$ cat src/rtl/spi_flash_pkg.sv
// Shared SPI flash definitions: opcodes and protocol FSM states,
// common to this responder and the ROM-side SPI initiator.
package spi_flash_pkg;

    localparam logic [7:0]  OP_READ      = 8'h03;
    localparam logic [7:0]  OP_FAST_READ = 8'h0B;
    localparam int unsigned DUMMY_CYCLES = 8;

    typedef enum logic [2:0] {
        IDLE,
        CMD,
        ADDR,
        DUMMY,
        DATA,
        IGNORE
    } state_t;

endpackage

$ cat src/rtl/spi_sync_edge.sv
// Two-flop synchronizers for the SPI pins plus edge detection on the
// synchronized chip select and clock.
module spi_sync_edge (
    input  logic clk_i,
    input  logic reset_i,
    input  logic spi_cs_i,
    input  logic spi_sclk_i,
    input  logic spi_mosi_i,
    output logic cs_o,
    output logic cs_fall_o,
    output logic sclk_rise_o,
    output logic sclk_fall_o,
    output logic mosi_o
);

    logic [1:0] cs_sync_q;
    logic [1:0] sclk_sync_q;
    logic [1:0] mosi_sync_q;
    logic       cs_prev_q;
    logic       sclk_prev_q;

    always_ff @(posedge clk_i or posedge reset_i) begin
        if (reset_i) begin
            cs_sync_q   <= '1;
            sclk_sync_q <= '0;
            mosi_sync_q <= '0;
            cs_prev_q   <= 1'b1;
            sclk_prev_q <= 1'b0;
        end else begin
            cs_sync_q   <= {cs_sync_q[0], spi_cs_i};
            sclk_sync_q <= {sclk_sync_q[0], spi_sclk_i};
            mosi_sync_q <= {mosi_sync_q[0], spi_mosi_i};
            cs_prev_q   <= cs_sync_q[1];
            sclk_prev_q <= sclk_sync_q[1];
        end
    end

    assign cs_o        = cs_sync_q[1];
    assign cs_fall_o   = cs_prev_q & ~cs_sync_q[1];
    assign sclk_rise_o = ~sclk_prev_q & sclk_sync_q[1];
    assign sclk_fall_o = sclk_prev_q & ~sclk_sync_q[1];
    assign mosi_o      = mosi_sync_q[1];

endmodule

$ cat src/rtl/spi_flash_responder.sv
// SPI mode-0 flash read responder (opcode 0x03) fed by a one-byte prefetching
// fetch port. Define FAST_READ_EN to also accept 0x0B with 8 dummy clocks.
module spi_flash_responder
    import spi_flash_pkg::*;
#(
    parameter int unsigned ADDR_W    = 24,
    parameter logic        MISO_IDLE = 1'b0
) (
    input  logic              clk,
    input  logic              reset,
    input  logic              spi_cs,
    input  logic              spi_sclk,
    input  logic              spi_mosi,
    output logic              spi_miso,
    output logic              mem_req,
    output logic [ADDR_W-1:0] mem_addr,
    input  logic              mem_ack,
    input  logic [7:0]        mem_rdata,
    output logic              busy,
    output logic              underrun
);

    localparam int unsigned      CNT_W     = $clog2(ADDR_W) + 1;
    localparam logic [CNT_W-1:0] ADDR_LAST = CNT_W'(ADDR_W - 1);
    localparam logic [CNT_W-1:0] BYTE_LAST = CNT_W'(7);

    logic cs_sync;
    logic cs_fall;
    logic sclk_rise;
    logic sclk_fall;
    logic mosi_sync;

    spi_sync_edge u_sync (
        .clk_i       (clk),
        .reset_i     (reset),
        .spi_cs_i    (spi_cs),
        .spi_sclk_i  (spi_sclk),
        .spi_mosi_i  (spi_mosi),
        .cs_o        (cs_sync),
        .cs_fall_o   (cs_fall),
        .sclk_rise_o (sclk_rise),
        .sclk_fall_o (sclk_fall),
        .mosi_o      (mosi_sync)
    );

    state_t            state_q, state_d;
    logic [CNT_W-1:0]  bitcnt_q, bitcnt_d;
    logic [ADDR_W-2:0] rx_q, rx_d;
    logic [6:0]        tx_q, tx_d;
    logic              miso_q, miso_d;
    logic              req_q, req_d;
    logic [ADDR_W-1:0] addr_q, addr_d;
    logic              pend_q, pend_d;
    logic [ADDR_W-1:0] pend_addr_q, pend_addr_d;
    logic [7:0]        pf_q, pf_d;
    logic              pf_valid_q, pf_valid_d;
    logic              discard_q, discard_d;
    logic              underrun_q, underrun_d;
    logic [1:0]        settle_q, settle_d;
    logic              armed_q, armed_d;
`ifdef FAST_READ_EN
    logic              fast_q, fast_d;
`endif

    logic [ADDR_W-1:0] rx_next;
    logic              fetch_trig;
    logic [ADDR_W-1:0] fetch_addr;
    logic              abort;
    logic              issue_valid;
    logic [ADDR_W-1:0] issue_addr;

    always_ff @(posedge clk or posedge reset) begin
        if (reset) begin
            state_q     <= IDLE;
            bitcnt_q    <= '0;
            rx_q        <= '0;
            tx_q        <= '0;
            miso_q      <= MISO_IDLE;
            req_q       <= 1'b0;
            addr_q      <= '0;
            pend_q      <= 1'b0;
            pend_addr_q <= '0;
            pf_q        <= '0;
            pf_valid_q  <= 1'b0;
            discard_q   <= 1'b0;
            underrun_q  <= 1'b0;
            settle_q    <= '0;
            armed_q     <= 1'b0;
`ifdef FAST_READ_EN
            fast_q      <= 1'b0;
`endif
        end else begin
            state_q     <= state_d;
            bitcnt_q    <= bitcnt_d;
            rx_q        <= rx_d;
            tx_q        <= tx_d;
            miso_q      <= miso_d;
            req_q       <= req_d;
            addr_q      <= addr_d;
            pend_q      <= pend_d;
            pend_addr_q <= pend_addr_d;
            pf_q        <= pf_d;
            pf_valid_q  <= pf_valid_d;
            discard_q   <= discard_d;
            underrun_q  <= underrun_d;
            settle_q    <= settle_d;
            armed_q     <= armed_d;
`ifdef FAST_READ_EN
            fast_q      <= fast_d;
`endif
        end
    end

    always_comb begin
        state_d     = state_q;
        bitcnt_d    = bitcnt_q;
        rx_d        = rx_q;
        tx_d        = tx_q;
        miso_d      = miso_q;
        req_d       = req_q;
        addr_d      = addr_q;
        pend_d      = pend_q;
        pend_addr_d = pend_addr_q;
        pf_d        = pf_q;
        pf_valid_d  = pf_valid_q;
        discard_d   = discard_q;
        underrun_d  = underrun_q;
        settle_d    = settle_q;
        armed_d     = armed_q;
`ifdef FAST_READ_EN
        fast_d      = fast_q;
`endif
        rx_next     = {rx_q, mosi_sync};
        fetch_trig  = 1'b0;
        fetch_addr  = addr_q;
        abort       = 1'b0;

        // Commands are only accepted once the synchronizers have settled and
        // cs has been seen high, so a reset mid-transaction cannot start one.
        if (settle_q != 2'd3) begin
            settle_d = settle_q + 2'd1;
        end else if (cs_sync) begin
            armed_d = 1'b1;
        end

        case (state_q)
            IDLE: begin
                miso_d = MISO_IDLE;
                if (armed_q && cs_fall) begin
                    state_d    = CMD;
                    bitcnt_d   = '0;
                    underrun_d = 1'b0;
                    pf_valid_d = 1'b0;
`ifdef FAST_READ_EN
                    fast_d     = 1'b0;
`endif
                end
            end

            CMD: begin
                if (cs_sync) begin
                    abort = 1'b1;
                end else if (sclk_rise) begin
                    rx_d     = rx_next[ADDR_W-2:0];
                    bitcnt_d = bitcnt_q + CNT_W'(1);
                    if (bitcnt_q == BYTE_LAST) begin
                        bitcnt_d = '0;
                        if (rx_next[7:0] == OP_READ) begin
                            state_d = ADDR;
`ifdef FAST_READ_EN
                        end else if (rx_next[7:0] == OP_FAST_READ) begin
                            state_d = ADDR;
                            fast_d  = 1'b1;
`endif
                        end else begin
                            state_d = IGNORE;
                        end
                    end
                end
            end

            ADDR: begin
                if (cs_sync) begin
                    abort = 1'b1;
                end else if (sclk_rise) begin
                    rx_d     = rx_next[ADDR_W-2:0];
                    bitcnt_d = bitcnt_q + CNT_W'(1);
                    if (bitcnt_q == ADDR_LAST) begin
                        bitcnt_d   = '0;
                        fetch_trig = 1'b1;
                        fetch_addr = rx_next;
                        state_d    = DATA;
`ifdef FAST_READ_EN
                        if (fast_q) begin
                            state_d = DUMMY;
                        end
`endif
                    end
                end
            end

`ifdef FAST_READ_EN
            DUMMY: begin
                if (cs_sync) begin
                    abort = 1'b1;
                end else if (sclk_rise) begin
                    bitcnt_d = bitcnt_q + CNT_W'(1);
                    if (bitcnt_q == CNT_W'(DUMMY_CYCLES - 1)) begin
                        bitcnt_d = '0;
                        state_d  = DATA;
                    end
                end
            end
`endif

            DATA: begin
                if (cs_sync) begin
                    abort = 1'b1;
                end else if (sclk_fall) begin
                    bitcnt_d = (bitcnt_q == BYTE_LAST) ? '0 : bitcnt_q + CNT_W'(1);
                    if (bitcnt_q == '0) begin
                        // Byte boundary: an empty buffer means the fetch is late;
                        // that fetch stays in flight and feeds the next byte.
                        if (pf_valid_q) begin
                            miso_d     = pf_q[7];
                            tx_d       = pf_q[6:0];
                            pf_valid_d = 1'b0;
                            fetch_trig = 1'b1;
                            fetch_addr = addr_q + ADDR_W'(1);
                        end else begin
                            miso_d     = 1'b1;
                            tx_d       = '1;
                            underrun_d = 1'b1;
                        end
                    end else begin
                        miso_d = tx_q[6];
                        tx_d   = {tx_q[5:0], 1'b1};
                    end
                end
            end

            IGNORE: begin
                miso_d = MISO_IDLE;
                if (cs_sync) begin
                    abort = 1'b1;
                end
            end

            default: begin
                state_d = IDLE;
            end
        endcase

        if (abort) begin
            state_d    = IDLE;
            miso_d     = MISO_IDLE;
            pf_valid_d = 1'b0;
            pend_d     = 1'b0;
            if (req_q && !mem_ack) begin
                discard_d = 1'b1;
            end
        end

        // A fetch left over from an aborted transaction finishes its handshake
        // but its data never reaches the buffer.
        if (req_q && mem_ack) begin
            req_d     = 1'b0;
            discard_d = 1'b0;
            if (!discard_q && !abort) begin
                pf_d       = mem_rdata;
                pf_valid_d = 1'b1;
            end
        end

        issue_valid = fetch_trig | (pend_q & ~abort);
        issue_addr  = fetch_trig ? fetch_addr : pend_addr_q;
        if (issue_valid && !req_q) begin
            req_d  = 1'b1;
            addr_d = issue_addr;
            pend_d = 1'b0;
        end else if (fetch_trig) begin
            pend_d      = 1'b1;
            pend_addr_d = fetch_addr;
        end
    end

    assign spi_miso = miso_q;
    assign mem_req  = req_q;
    assign mem_addr = addr_q;
    assign busy     = ~cs_sync;
    assign underrun = underrun_q;

endmodule

$ cat config.mk
export PLATFORM = sky130hd
export DESIGN_NAME = spi_flash_responder
export DESIGN_NICKNAME = d
export VERILOG_FILES = /design/src/rtl/spi_flash_pkg.sv /design/src/rtl/spi_sync_edge.sv /design/src/rtl/spi_flash_responder.sv
export SDC_FILE = /design/constraint.sdc
export NUM_CORES = 1
export LEC_CHECK = 0
export CAP_MARGIN = 20
export CORE_UTILIZATION = 35
export CTS_CLUSTER_DIAMETER = 50
export DETAILED_ROUTE_END_ITERATION = 12
export DONT_BUFFER_PORTS = 1
export SKIP_CTS_REPAIR_TIMING = 1
export SLEW_MARGIN = 0
export SYNTH_ARGS = -nofsm -noshare
export SYNTH_HDL_FRONTEND = slang
export SYNTH_SLANG_ARGS = --single-unit
$ cat constraint.sdc
create_clock -name clk -period 4.8 [get_ports clk]
set_input_delay 0.96 -clock clk [delete_from_list [all_inputs] [get_ports clk]]
set_output_delay 0.96 -clock clk [all_outputs]
set_load 0.02 [all_outputs]
==> summary.txt <==
Outcome
  – Status: finished clean

Global routing
  – Total global routing overflow: 0
  – Largest net degree at the start of global routing: between 80 and 90
  – Global Route Usage Sum: 0.177
  – First-pass GRT wire length: between 20000 and 25000 um
  – Number of global-route vias before repair: 4361
  – Initial antenna violation count: 0

Timing
  – Worst slew pin tran: between 0.9 and 1 ns
  – Worst-case clock skew: 0.0100 ns
  – Worst slew margin: 0.394
  – Final Hold Fails: 0
  – RSZ-0062 raised after global routing: false
  – Final WS setup: roughly 1.8 ns
  – Final Max Tran Viols: 0
  – Minimum clock period: between 3 and 4 ns
  – Fmax: 331 MHz
  – Crit share post-route: 0.629
  – Setup_tns: 0 ns
  – Setup violation total in the final timing report: 0

Clocking
  – Clk buf depth: 2
  – TritonCTS Buffers: 9
  – Clock tree sinks: between 100 and 150
  – CTS tree: yes
  – Skew-Pair Late Insertion Delay: about 0.36 ns
  – H-tree levels: 3
  – Clock-pin slew on the worst setup and hold paths: 0.08 ns
  – Root Buffer: clkbuf_16

Synth
  – Main synth FF type: dfrtp_1
  – Async SR Flop Fraction: 1.00
  – Post-Synth Simple-Gate Area: 0.187
  – Mean Syn Cell Area: between 9 and 10 um^2
  – Cell variety after synth: 65
  – Cell count after synthesis: between 500 and 600
  – Adder-cell share of the synthesized area: 0.00889
  – Mux share of post-synthesis cell area: 0.0713
  – Number of enable flip-flop cells after synthesis: 0
  – Post-synthesis compound-gate area fraction: 0.180
  – XOR/XNOR Fraction of Synth Area: 0.0218
  – Post-synthesis sequential area ratio: 0.499
  – Cell area after synthesis: between 5000 and 6000 um^2
  – Synth Register Bits: ~110
  – Post-synthesis net count: around 600
  – Largest family of logic cells by synthesized area: simple AND/OR/NAND/NOR gates
  – Synth warn: 0

Routing
  – Via density per instance: 5.64
  – Vias: roughly 4400
  – DRC Markers: 0
  – Final WL: 13600 um
  – 1st-pass router iterations: 6
  – Initial DRC Count: about 330
  – Routed Antenna Nets: 0
  – WL per Instance: between 15 and 20 um

Place
  – Final HPWL DP: roughly 9400 um
  – Gpl congestion: around 0.86
  – Placed Cells: between 700 and 800
  – IO buf count: 0
  – Place WS: approximately 1.8 ns

Hold path
  – Worst min-delay path class: reg2reg

Critical path
  – Crit-path cells: ha_1 > and4bb_2 > nand4_1 > buf_4 > o21ai_2 > o21ai_4 > buf_4 > nor2_1 > a22o_1
  – Slowest cell on crit path: o21ai_4
  – Bufs and invs on worst path: 2
  – CP arrival: roughly 3.3 ns
  – Worst path required time: about 5 ns
  – Critical Path Source Type: flip-flop
  – Largest stage delay on the critical path: about 0.75 ns
  – CP most frequent cell: buf_4
  – CP endpoint kind: flip-flop
  – CP max FO: 39
  – Family with the most delay on the worst path: compound AO/OA/AOI/OAI gates
  – Setup Crit Path Kind: reg2reg

Layout
  – Ant diodes: 0
  – Area Growth Syn to Fin: 8.87%
  – Commonest cells after routing, fill and taps aside: dfrtp_1, nand2_1, nor2_1
  – Post-route insts no fill: between 700 and 800
  – Most common cell after layout, fill and taps aside: dfrtp_1
  – Final nets: about 580
  – Layout cells sized above 1: 0.122

Die
  – Core box area: 15400 um^2
  – Row count: 45
  – Effective utilization at floorplan: 0.365
  – Die Wd: ~130 um
  – Die area: 16600 um^2
  – Io pins: 42
  – Chip height: between 100 and 150 um

Power and ir drop
  – VDD IR max: around 150 uV
  – Gate power share: 0.181
  – Seq pwr share: 0.499
  – LEAKAGE: about 2.6 nW
  – Sw Share: 0.319
  – Pwr Total: roughly 2.2 mW
  – Power Dens Cells: between 300 and 400 nW/um^2
  – Net switching power: 0.710 mW
  – Pint: between 1.5 and 2 mW
  – Clock power frac: 0.320

Flow run
  – Max_cap viols: 0
worst reg2reg max path, cell delays in order (launching register included):
cell      delay (ns)
dfrtp_1         0.42
ha_1            0.28
and4bb_2        0.29
nand4_1         0.10
buf_4           0.25
o21ai_2         0.13
o21ai_4         0.75
buf_4           0.39
nor2_1          0.09
a22o_1          0.20
power groups by stage:
stage,clock (mW),sequential [mW],combinational [mW]
floorplan,0,1.08,0.337
global placement,0,1.12,0.393
detailed placement,0,1.13,0.397
CTS,0.737,1.11,0.402
global route,0.776,1.12,0.458
finish,0.711,1.11,0.403
state kept, by name, summed over array words and instances (netlist names):
signal and count:
rx_q 23, pf_q 8, tx_q 7, mem_addr 24, u_sync.sclk_sync_q 2, discard_q 1, pend_addr_q 24, u_sync.cs_prev_q 1
state_q 3, underrun 1, u_sync.cs_sync_q 2, bitcnt_q 6, armed_q 1, u_sync.mosi_sync_q 2, u_sync.sclk_prev_q 1, pf_valid_q 1
settle_q 2, spi_miso 1, pend_q 1, mem_req 1
metrics by stage:
step | cell area (um^2) | util | hold WS (ns)
floorplan | 5630 | - | 0.331
global placement | 5830 | 0.378 | 0.336
detailed placement | 5830 | 0.378 | 0.345
CTS | 6100 | 0.395 | 0.357
global route | 6130 | 0.397 | 0.361
finish | 6130 | 0.397 | 0.352
cell families (layout without fill, tap and decap cells):
group                    after synthesis  in the layout
AND/OR/NAND/NOR                      199            199
AO/OA/AOI/OAI                        164            164
adder cells (fa/ha/maj)                4              4
flip-flops                           112            112
XOR/XNOR                              14             14
multiplexers                          36             36
buffers and inverters                 45             36
final timing paths:
path,from,to,slack (ns),cells after the start
worst min-delay path,u_sync.mosi_sync_q[0]$_DFF_PP0_,u_sync.mosi_sync_q[1]$_DFF_PP0_,0.35,0
worst max register to register,bitcnt_q[0]$_DFFE_PP0P_,mem_addr[23]$_DFFE_PP0P_,1.78,9
min in group asynchronous,reset,mem_addr[21]$_DFFE_PP0P_,0.44,1
max in group asynchronous,reset,pend_addr_q[10]$_DFFE_PP0N_,3.30,3
worst max-delay path,bitcnt_q[0]$_DFFE_PP0P_,mem_addr[23]$_DFFE_PP0P_,1.78,9
worst min register to register,u_sync.mosi_sync_q[0]$_DFF_PP0_,u_sync.mosi_sync_q[1]$_DFF_PP0_,0.35,0
final cells by class:
class / count / area (um^2)
inverters: 11 / 43.8
fillers: 1502 / 9300
repair buffers: 9 / 87.6
clock inverters: 6 / 45.0
clock buffers: 10 / 229
well taps: 211 / 264
flip-flops and latches: 112 / 2810
multi-input cells: 417 / 2650
synth_stat cells, types with 10 or more instances:
cell type    n  area [um^2]
a21oi_1     37          185
a22o_1      12          105
clkbuf_1    26         97.6
dfrtp_1    109         2730
mux2_2      25          282
nand2_1     56          210
nand3_1     14         70.1
nor2_1      54          203
nor3_1      10         50.1
o21ai_0     50          250
o21ai_1     17         85.1
o22a_1      10         87.6
per-layer routing:
metal  global-route usage  vias up  wire [um]
met5                    0        -          0
met4               0.0754        0        261
met2                0.291       96       6690
met1                0.231     2198       6030
li1                     -     2061          -
met3               0.0316       21        578
Note: power is estimated with default switching activity, not from simulation.
